[config.mk]
export PLATFORM = sky130hd
export DESIGN_NAME = drum_mul_pipe_flat
export DESIGN_NICKNAME = d
export VERILOG_FILES = /design/src/rtl/drum_mul_pipe_if.sv /design/src/rtl/drum_mul_pipe.sv /design/src/flat_wrapper.sv
export SDC_FILE = /design/constraint.sdc
export NUM_CORES = 1
export LEC_CHECK = 0
export CAP_MARGIN = 20
export CORE_MARGIN = 5
export CORE_UTILIZATION = 62
export DETAILED_ROUTE_END_ITERATION = 6
export HOLD_SLACK_MARGIN = 0.08
export PLACE_DENSITY = 0.87
export SYNTH_ARGS = -nofsm -noshare
export SYNTH_HDL_FRONTEND = slang
export SYNTH_SLANG_ARGS = --single-unit
[constraint.sdc]
create_clock -name clk_i -period 6.8 [get_ports clk_i]
set_input_delay 1.02 -clock clk_i [delete_from_list [all_inputs] [get_ports clk_i]]
set_output_delay 1.02 -clock clk_i [all_outputs]
set_load 0.005 [all_outputs]
[src/rtl/drum_mul_pipe_if.sv]
// Operand/result bus of drum_mul_pipe: an operand handshake in and a product handshake out.
// The DUT attaches through the slave modport and the producer/consumer through the master modport.

interface drum_mul_pipe_if #(
  parameter int N = 16
);
  // Both handshakes follow strict valid/ready rules. A transfer happens on a rising
  // edge where valid and ready are both high. A source that raises valid keeps it high,
  // with its data stable, until the transfer. ready_o never looks at valid_i.
  logic [N-1:0]   a_i;
  logic [N-1:0]   b_i;
  logic           valid_i;
  logic           ready_o;
  logic [2*N-1:0] p_o;
  logic           valid_o;
  logic           ready_i;

  modport master (
    output a_i, b_i, valid_i, ready_i,
    input  ready_o, p_o, valid_o
  );

  modport slave (
    input  a_i, b_i, valid_i, ready_i,
    output ready_o, p_o, valid_o
  );
endinterface

[src/rtl/drum_mul_pipe.sv]
// DRUM approximate unsigned multiplier, three elastic stages: leading-one window, KxK multiply, shift.
// Define DRUM_UNBIAS_EN to force the LSB of every truncated window to 1; leave it undefined for plain truncation.

module drum_mul_pipe #(
  parameter int N = 16,
  parameter int K = 6
) (
  input  logic           clk_i,
  input  logic           rst_ni,
  drum_mul_pipe_if.slave bus
);

  localparam int SW  = $clog2(N + 1);
  localparam int SSW = SW + 1;

  typedef struct packed {
    logic [K-1:0]  win;
    logic [SW-1:0] sh;
  } lod_t;

  // Operands below 2^K pass through exactly. Larger operands keep the K bits that start at the leading one.
  function automatic lod_t lod(input logic [N-1:0] x);
    lod_t r;
    int   m;
    r.win = '0;
    r.sh  = '0;
    m     = 0;
    for (int i = 0; i < N; i++) begin
      if (x[i]) m = i;
    end
    if (m < K) begin
      r.win = x[K-1:0];
    end else begin
      r.sh  = SW'(m - K + 1);
      r.win = K'(x >> (m - K + 1));
`ifdef DRUM_UNBIAS_EN
      r.win[0] = 1'b1;
`else
      r.win[0] = r.win[0];
`endif
    end
    return r;
  endfunction

  logic           s1_valid, s2_valid, s3_valid;
  logic           s1_en, s2_en, s3_en;
  logic           accept;
  lod_t           lod_a, lod_b;

  logic [K-1:0]   s1_wa, s1_wb;
  logic [SSW-1:0] s1_sh;
  logic [2*K-1:0] s2_prod;
  logic [SSW-1:0] s2_sh;
  logic [2*N-1:0] p_ext, p_next, p_q;

  // A stage may load when it is empty or when the stage after it loads in the same cycle.
  assign s3_en       = !s3_valid || bus.ready_i;
  assign s2_en       = !s2_valid || s3_en;
  assign s1_en       = !s1_valid || s2_en;
  assign bus.ready_o = s1_en;
  assign accept      = bus.valid_i && s1_en;

  always_comb begin
    lod_a = lod(bus.a_i);
    lod_b = lod(bus.b_i);
  end

  always_comb begin
    p_ext            = '0;
    p_ext[2*K-1:0]   = s2_prod;
    p_next           = p_ext << s2_sh;
  end

  always_ff @(posedge clk_i or negedge rst_ni) begin
    if (!rst_ni) begin
      s1_valid <= 1'b0;
      s2_valid <= 1'b0;
      s3_valid <= 1'b0;
      p_q      <= '0;
    end else begin
      if (s1_en) s1_valid <= bus.valid_i;
      if (s2_en) s2_valid <= s1_valid;
      if (s3_en) begin
        s3_valid <= s2_valid;
        if (s2_valid) p_q <= p_next;
      end
    end
  end

  // Stage data carries no reset; a clear valid bit is what marks it as meaningless.
  always_ff @(posedge clk_i) begin
    if (accept) begin
      s1_wa <= lod_a.win;
      s1_wb <= lod_b.win;
      s1_sh <= SSW'(lod_a.sh) + SSW'(lod_b.sh);
    end
    if (s2_en && s1_valid) begin
      s2_prod <= (2*K)'(s1_wa) * (2*K)'(s1_wb);
      s2_sh   <= s1_sh;
    end
  end

  assign bus.valid_o = s3_valid;
  assign bus.p_o     = p_q;

endmodule

[src/flat_wrapper.sv]
// flat-port wrapper written by rule: the top's interface ports become plain ports
module drum_mul_pipe_flat 
#(
  parameter int N = 16,
  parameter int K = 6
)
  (clk_i, rst_ni, bus_a_i, bus_b_i, bus_valid_i, bus_ready_i, bus_ready_o, bus_p_o, bus_valid_o);
  drum_mul_pipe_if #(.N(N)) bus_i ();
  input  logic clk_i;
  input  logic rst_ni;
  input wire logic [$bits(bus_i.a_i)-1:0] bus_a_i;
  input wire logic [$bits(bus_i.b_i)-1:0] bus_b_i;
  input wire logic [$bits(bus_i.valid_i)-1:0] bus_valid_i;
  input wire logic [$bits(bus_i.ready_i)-1:0] bus_ready_i;
  output wire logic [$bits(bus_i.ready_o)-1:0] bus_ready_o;
  output wire logic [$bits(bus_i.p_o)-1:0] bus_p_o;
  output wire logic [$bits(bus_i.valid_o)-1:0] bus_valid_o;
  assign bus_i.a_i = bus_a_i;
  assign bus_i.b_i = bus_b_i;
  assign bus_i.valid_i = bus_valid_i;
  assign bus_i.ready_i = bus_ready_i;
  assign bus_ready_o = bus_i.ready_o;
  assign bus_p_o = bus_i.p_o;
  assign bus_valid_o = bus_i.valid_o;
  drum_mul_pipe #(.N(N), .K(K)) u_core (.clk_i(clk_i), .rst_ni(rst_ni), .bus(bus_i));
endmodule
**Yosys cells after proc, flatten, opt, wreduce, memory -nomap -nowiden**

Index checks and enable logic that the tools add are counted.

- Add/sub/neg operators: 5
- $mul: 1
- $lt $le $gt $ge: 2
- Shift operators: 3
- Mux-type cells: 34
- Reductions and logical operators: 9

Operators by type and width:

| kind | count |
|---|---|
| 2-to-1 mux 32 bit | 14 |
| adder 32 x 2 -> 32 bit (second input constant) | 2 |
| >> shifter 16 x 32 -> 6 bit | 2 |
| < comparator 32 x 4 -> 1 bit (second input constant) | 1 |
| 2-to-1 mux 4 bit | 8 |
| << shifter 12 x 6 -> 32 bit | 1 |
| subtractor 32 x 4 -> 32 bit (second input constant) | 1 |
| multiplier 6 x 6 -> 12 bit | 1 |
| 2-to-1 mux 3 bit | 4 |
| 2-to-1 mux 6 bit | 2 |
| 2-to-1 mux 5 bit | 2 |
| adder 5 x 5 -> 6 bit | 1 |
| subtractor 4 x 3 -> 5 bit (second input constant) | 1 |
| < comparator 4 x 3 -> 1 bit (second input constant) | 1 |
| 2-to-1 mux 2 bit | 2 |
| zero test 1 bit | 3 |
| logical OR 1 bit | 3 |
| logical AND 1 bit | 2 |
| 2-to-1 mux 1 bit | 2 |
| AND reduction 2 bit | 1 |

- Register bits: 71
- Input port bits: 36
- Output and inout bits: 34
- Word-level logic and storage cells: 63

**Longest topological paths before layout**

- Word-level depth: 19
- Gate-level depth with buffers: 17
- Depth with buffers taken out: 17

**Worst setup path before layout**

No wires, ideal clock.

- Path type: input-to-reg
- From: input bus_b_i[15]
- To: register u_core.s1_wb[5], data pin
- Setup time: 0.130 ns
- Arrival time: 4.326 ns
- Data required time: 6.670 ns
- Slack: 2.344 ns
- Cell stages on the path: 12
- Path buffers: 1
- Path through: clkbuf_1 > nor4_1 > and2_1 > a21boi_0 > or3b_2 > ha_1 > nor4b_1 > nand3b_1 > nor4_1 > nand2_1 > o32ai_1 > a211o_1

RTL lines:

| what | RTL line | RTL |
|---|---|---|
| from (decl) | flat_wrapper.sv:12 | `input wire logic [$bits(bus_i.b_i)-1:0] bus_b_i;` |
| to (signal assigned) | drum_mul_pipe.sv:94 | `s1_wb <= lod_b.win;` |
| to (decl) | drum_mul_pipe.sv:50 | `logic [K-1:0] s1_wa, s1_wb;` |

==> results.py <==
metrics = {
    "status": {
        "status": "finished, final reports clean",
    },
    "timing": {
        "period_minus_slack_ns": 5.19,
        "max_freq_mhz": 193,
        "tightest_slew_ns": 0.951,
        "hold_violations": 0,
        "whs_ns": 0.414,
        "min_period_over_period_pct": 76.3,
        "finalSetupTns_ns": 0,
        "relSlewSlack_pct": 36.0,
        "finClkSkew_ns": 0.0103,
        "setup-violations-final": 0,
        "final_max_slew_viol_count": 0,
        "rsz0062_at_grt": "no",
    },
    "power": {
        "ir_worst_vdd_mv": 0.114,
        "p_switching_w": 0.000693,
        "power_leakage_nw": 3.07,
        "power.internal_w": 0.00110,
        "pwr-share-clk_pct": 18.5,
        "switching_share_pct": 38.7,
        "p_seq_share_pct": 36.0,
        "powerDensity_nw_per_um2": 252,
        "pwr-share-comb_pct": 45.5,
    },
    "routing": {
        "first_iter_violations": 324,
        "post_drt_via_cell_ratio": 6.31,
        "vias": 5292,
        "totalWireLength_mm": 14.7,
        "post-route-drc-count": 0,
        "drtAntennaViolNets": 0,
        "dr.pass1.iters": 5,
        "post_drt_wl_per_cell_um": 17.5,
    },
    "setup_path": {
        "critPathLaunchType": "input pin",
        "crit_fanout": 6,
        "crit_slowest_cell": "nor4_1",
        "cp_data_arrival_time_ns": 5.42,
        "r2r_cells": 13,
        "cp_common_cell": "ha_1",
        "max_stage_delay_ns": 0.60,
        "cp.required_ns": 7.03,
        "critPathKind": "in -> reg",
        "critPathCaptureType": "flop",
        "crit_path_cell_trace": "clkdlybuf4s50_1, nor2_1, o21ai_0, a211oi_1, nor3_1, o31ai_1, ha_1, inv_1, ha_1, or3b_2, ha_1, nor4b_1, nand3b_1, nor4_1, nand2_1, o32ai_1, a211o_1",
    },
    "cts": {
        "hold_buffers": 0,
        "postCtsSetupBuffers": 0,
        "insertion_delay_ns": 0.36,
        "clkTransAtPathRegs_ns": 0.09,
        "htree_levels": 3,
        "ctsResizeCount": 0,
        "numCtsBuffers": 9,
        "cts.sinks": 71,
        "cts_tree": "yes",
        "cts_buffer_depth": 2,
        "clock_tree.root_cell": "clkbuf_8",
    },
    "synth": {
        "synth_most_common_cell": "nand2_1",
        "yosysTopAreaCell": "edfxtp_1",
        "yosysTopAreaCellShare_pct": 17.6,
        "syn_inst": 650,
        "async_flop_share_pct": 49.3,
        "synthDistinctLibCells": 73,
        "syn_area_per_cell_um2": 9.45,
        "ys_ff_latch": 71,
        "synth-edff-count": 36,
        "synth_common_cells": "nand2_1, inv_1, o21ai_0",
        "yosysWarnings": 0,
        "synth_area_um2": 6140,
        "synth-seq-area-share_pct": 31.9,
        "synth_ff_type": "edfxtp_1",
        "ys_top_cells_by_area": "edfxtp_1, dfrtp_1, ha_1",
        "syn_nets": 740,
    },
    "floorplan": {
        "design.die.area_um2": 12000,
        "die_y_um": 110,
        "start_util_pct": 63.1,
        "core_area_um2": 9730,
        "die_w_um": 110,
        "fp-row-count": 36,
        "io_pins": 70,
    },
    "finish": {
        "nFillCells": 724,
        "regArea_um2": 1960,
        "insertedDiodeCount": 0,
        "nets": 791,
        "area_growth_pct": 15.6,
        "multi_input_area_um2": 3860,
        "drive_gt1_share_pct": 7.22,
    },
    "global_route": {
        "grt_first_pass_wirelength_mm": 24.3,
        "grt_antenna_before_repair": 0,
        "grt.total_usage_pct": 25.1,
        "first_global_vias": 5205,
        "grt_max_degree": 36,
        "grt_overflow": 0,
    },
    "min_path": {
        "min-delay-path-class": "reg -> reg",
        "worstHoldPathCells": 0,
    },
    "flow_run": {
        "drv_cap": 0,
    },
    "placed_design": {
        "dp_hpwl_mm": 11.1,
        "port-buffer-count": 69,
        "gp_congestion": 0.949,
    },
}
worst paths after layout:
kind                                  from            endpoint  slack (ns)
min in group asynchronous           rst_ni  u_core.bus.p_o[29]        1.07
min                        u_core.s1_sh[1]     u_core.s2_sh[1]        0.41
max                             bus_b_i[5]     u_core.s1_wb[5]        1.61
min reg2reg                u_core.s1_sh[1]     u_core.s2_sh[1]        0.41
max in group asynchronous           rst_ni   u_core.bus.p_o[3]        5.42
max reg2reg                u_core.s1_wb[2]  u_core.s2_prod[11]        2.82
layer usage:
metal	wire, um	GRT usage (%)
met2	7530	45.1
met5	0	0
met1	5920	31.0
met4	408	8.64
met3	830	3.46
state kept, by name, summed over array words and instances, names as in the netlist:
| name | cells |
|---|---|
| u_core.s2_prod | 12 |
| u_core.s1_sh | 6 |
| u_core.bus.valid_o | 1 |
| u_core.bus.p_o | 32 |
| u_core.s2_sh | 6 |
| u_core.s1_valid | 1 |
| u_core.s1_wa | 6 |
| u_core.s2_valid | 1 |
| u_core.s1_wb | 6 |
metrics by stage:
stage	total power (W)	setup slack, ns	cell area [um2]	utilization, %	std cells
5_1_grt	0.00192	1.28	7100	73.0	839
2_1_floorplan	0.00120	2.34	6140	-	650
3_3_place_gp	0.00141	1.42	6880	70.7	821
4_1_cts	0.00178	1.64	7070	72.7	837
3_5_place_dp	0.00145	1.26	6880	70.7	821
6_report	0.00179	1.61	7100	73.0	839
worst max-delay path: cells and delay by family:
family,cells,cell delay [ns]
AND/OR/NAND/NOR,7,1.87
buffers and inverters,2,0.56
AO/OA/AOI/OAI,5,1.15
adder cells (fa/ha/maj),3,0.83
cells in the final DEF (no fill, tap or decap), types with 5 or more instances in the layout:
master and count:
nand3_1 11, dfrtp_1 35, fa_1 18, inv_1 47, a21oi_1 28, clkdlybuf4s50_1 69, o31ai_1 6, mux2_2 7
o21ai_0 39, o22ai_1 7, mux2i_1 36, a31oi_1 8, clkbuf_8 10, nand2b_1 17, a21o_1 5, and2_1 24
ha_1 36, a22oi_1 5, nor2b_1 19, nand2_1 54, a211o_1 5, a211oi_1 5, nor3_1 10, a22o_1 22
o311ai_0 5, xnor2_1 9, a32oi_1 5, edfxtp_1 36, mux4_2 6, xor2_1 5, nor2_1 34, nor4_1 8
cells by family after synthesis:
group / after synthesis / share of synthesized area (%)
mux: 49 / 9.35
simple gates: 203 / 17.2
flops: 71 / 31.9
compound gates: 176 / 20.7
xor+xnor: 15 / 2.44
fa+ha+maj: 54 / 13.2
buf+inv: 82 / 5.21
cell type report:
class / instances / area share (%)
Multi-Input combinational cell: 497 / 54.4
Sequential cell: 71 / 27.5
Timing Repair Buffer: 74 / 10.5
Inverter: 48 / 2.54
Tap cell: 133 / 2.34
Clock buffer: 10 / 1.94
Clock inverter: 6 / 0.722
power groups by stage:
stage               Sequential [W]  Combinational (W)  Clock, W
global placement          0.000646           0.000765         0
finish                    0.000645           0.000814  0.000331
CTS                       0.000642           0.000805  0.000334
global route              0.000657           0.000911  0.000355
detailed placement        0.000652           0.000799         0
floorplan                 0.000619           0.000585         0
No activity file was read; power rests on OpenSTA's default activity.
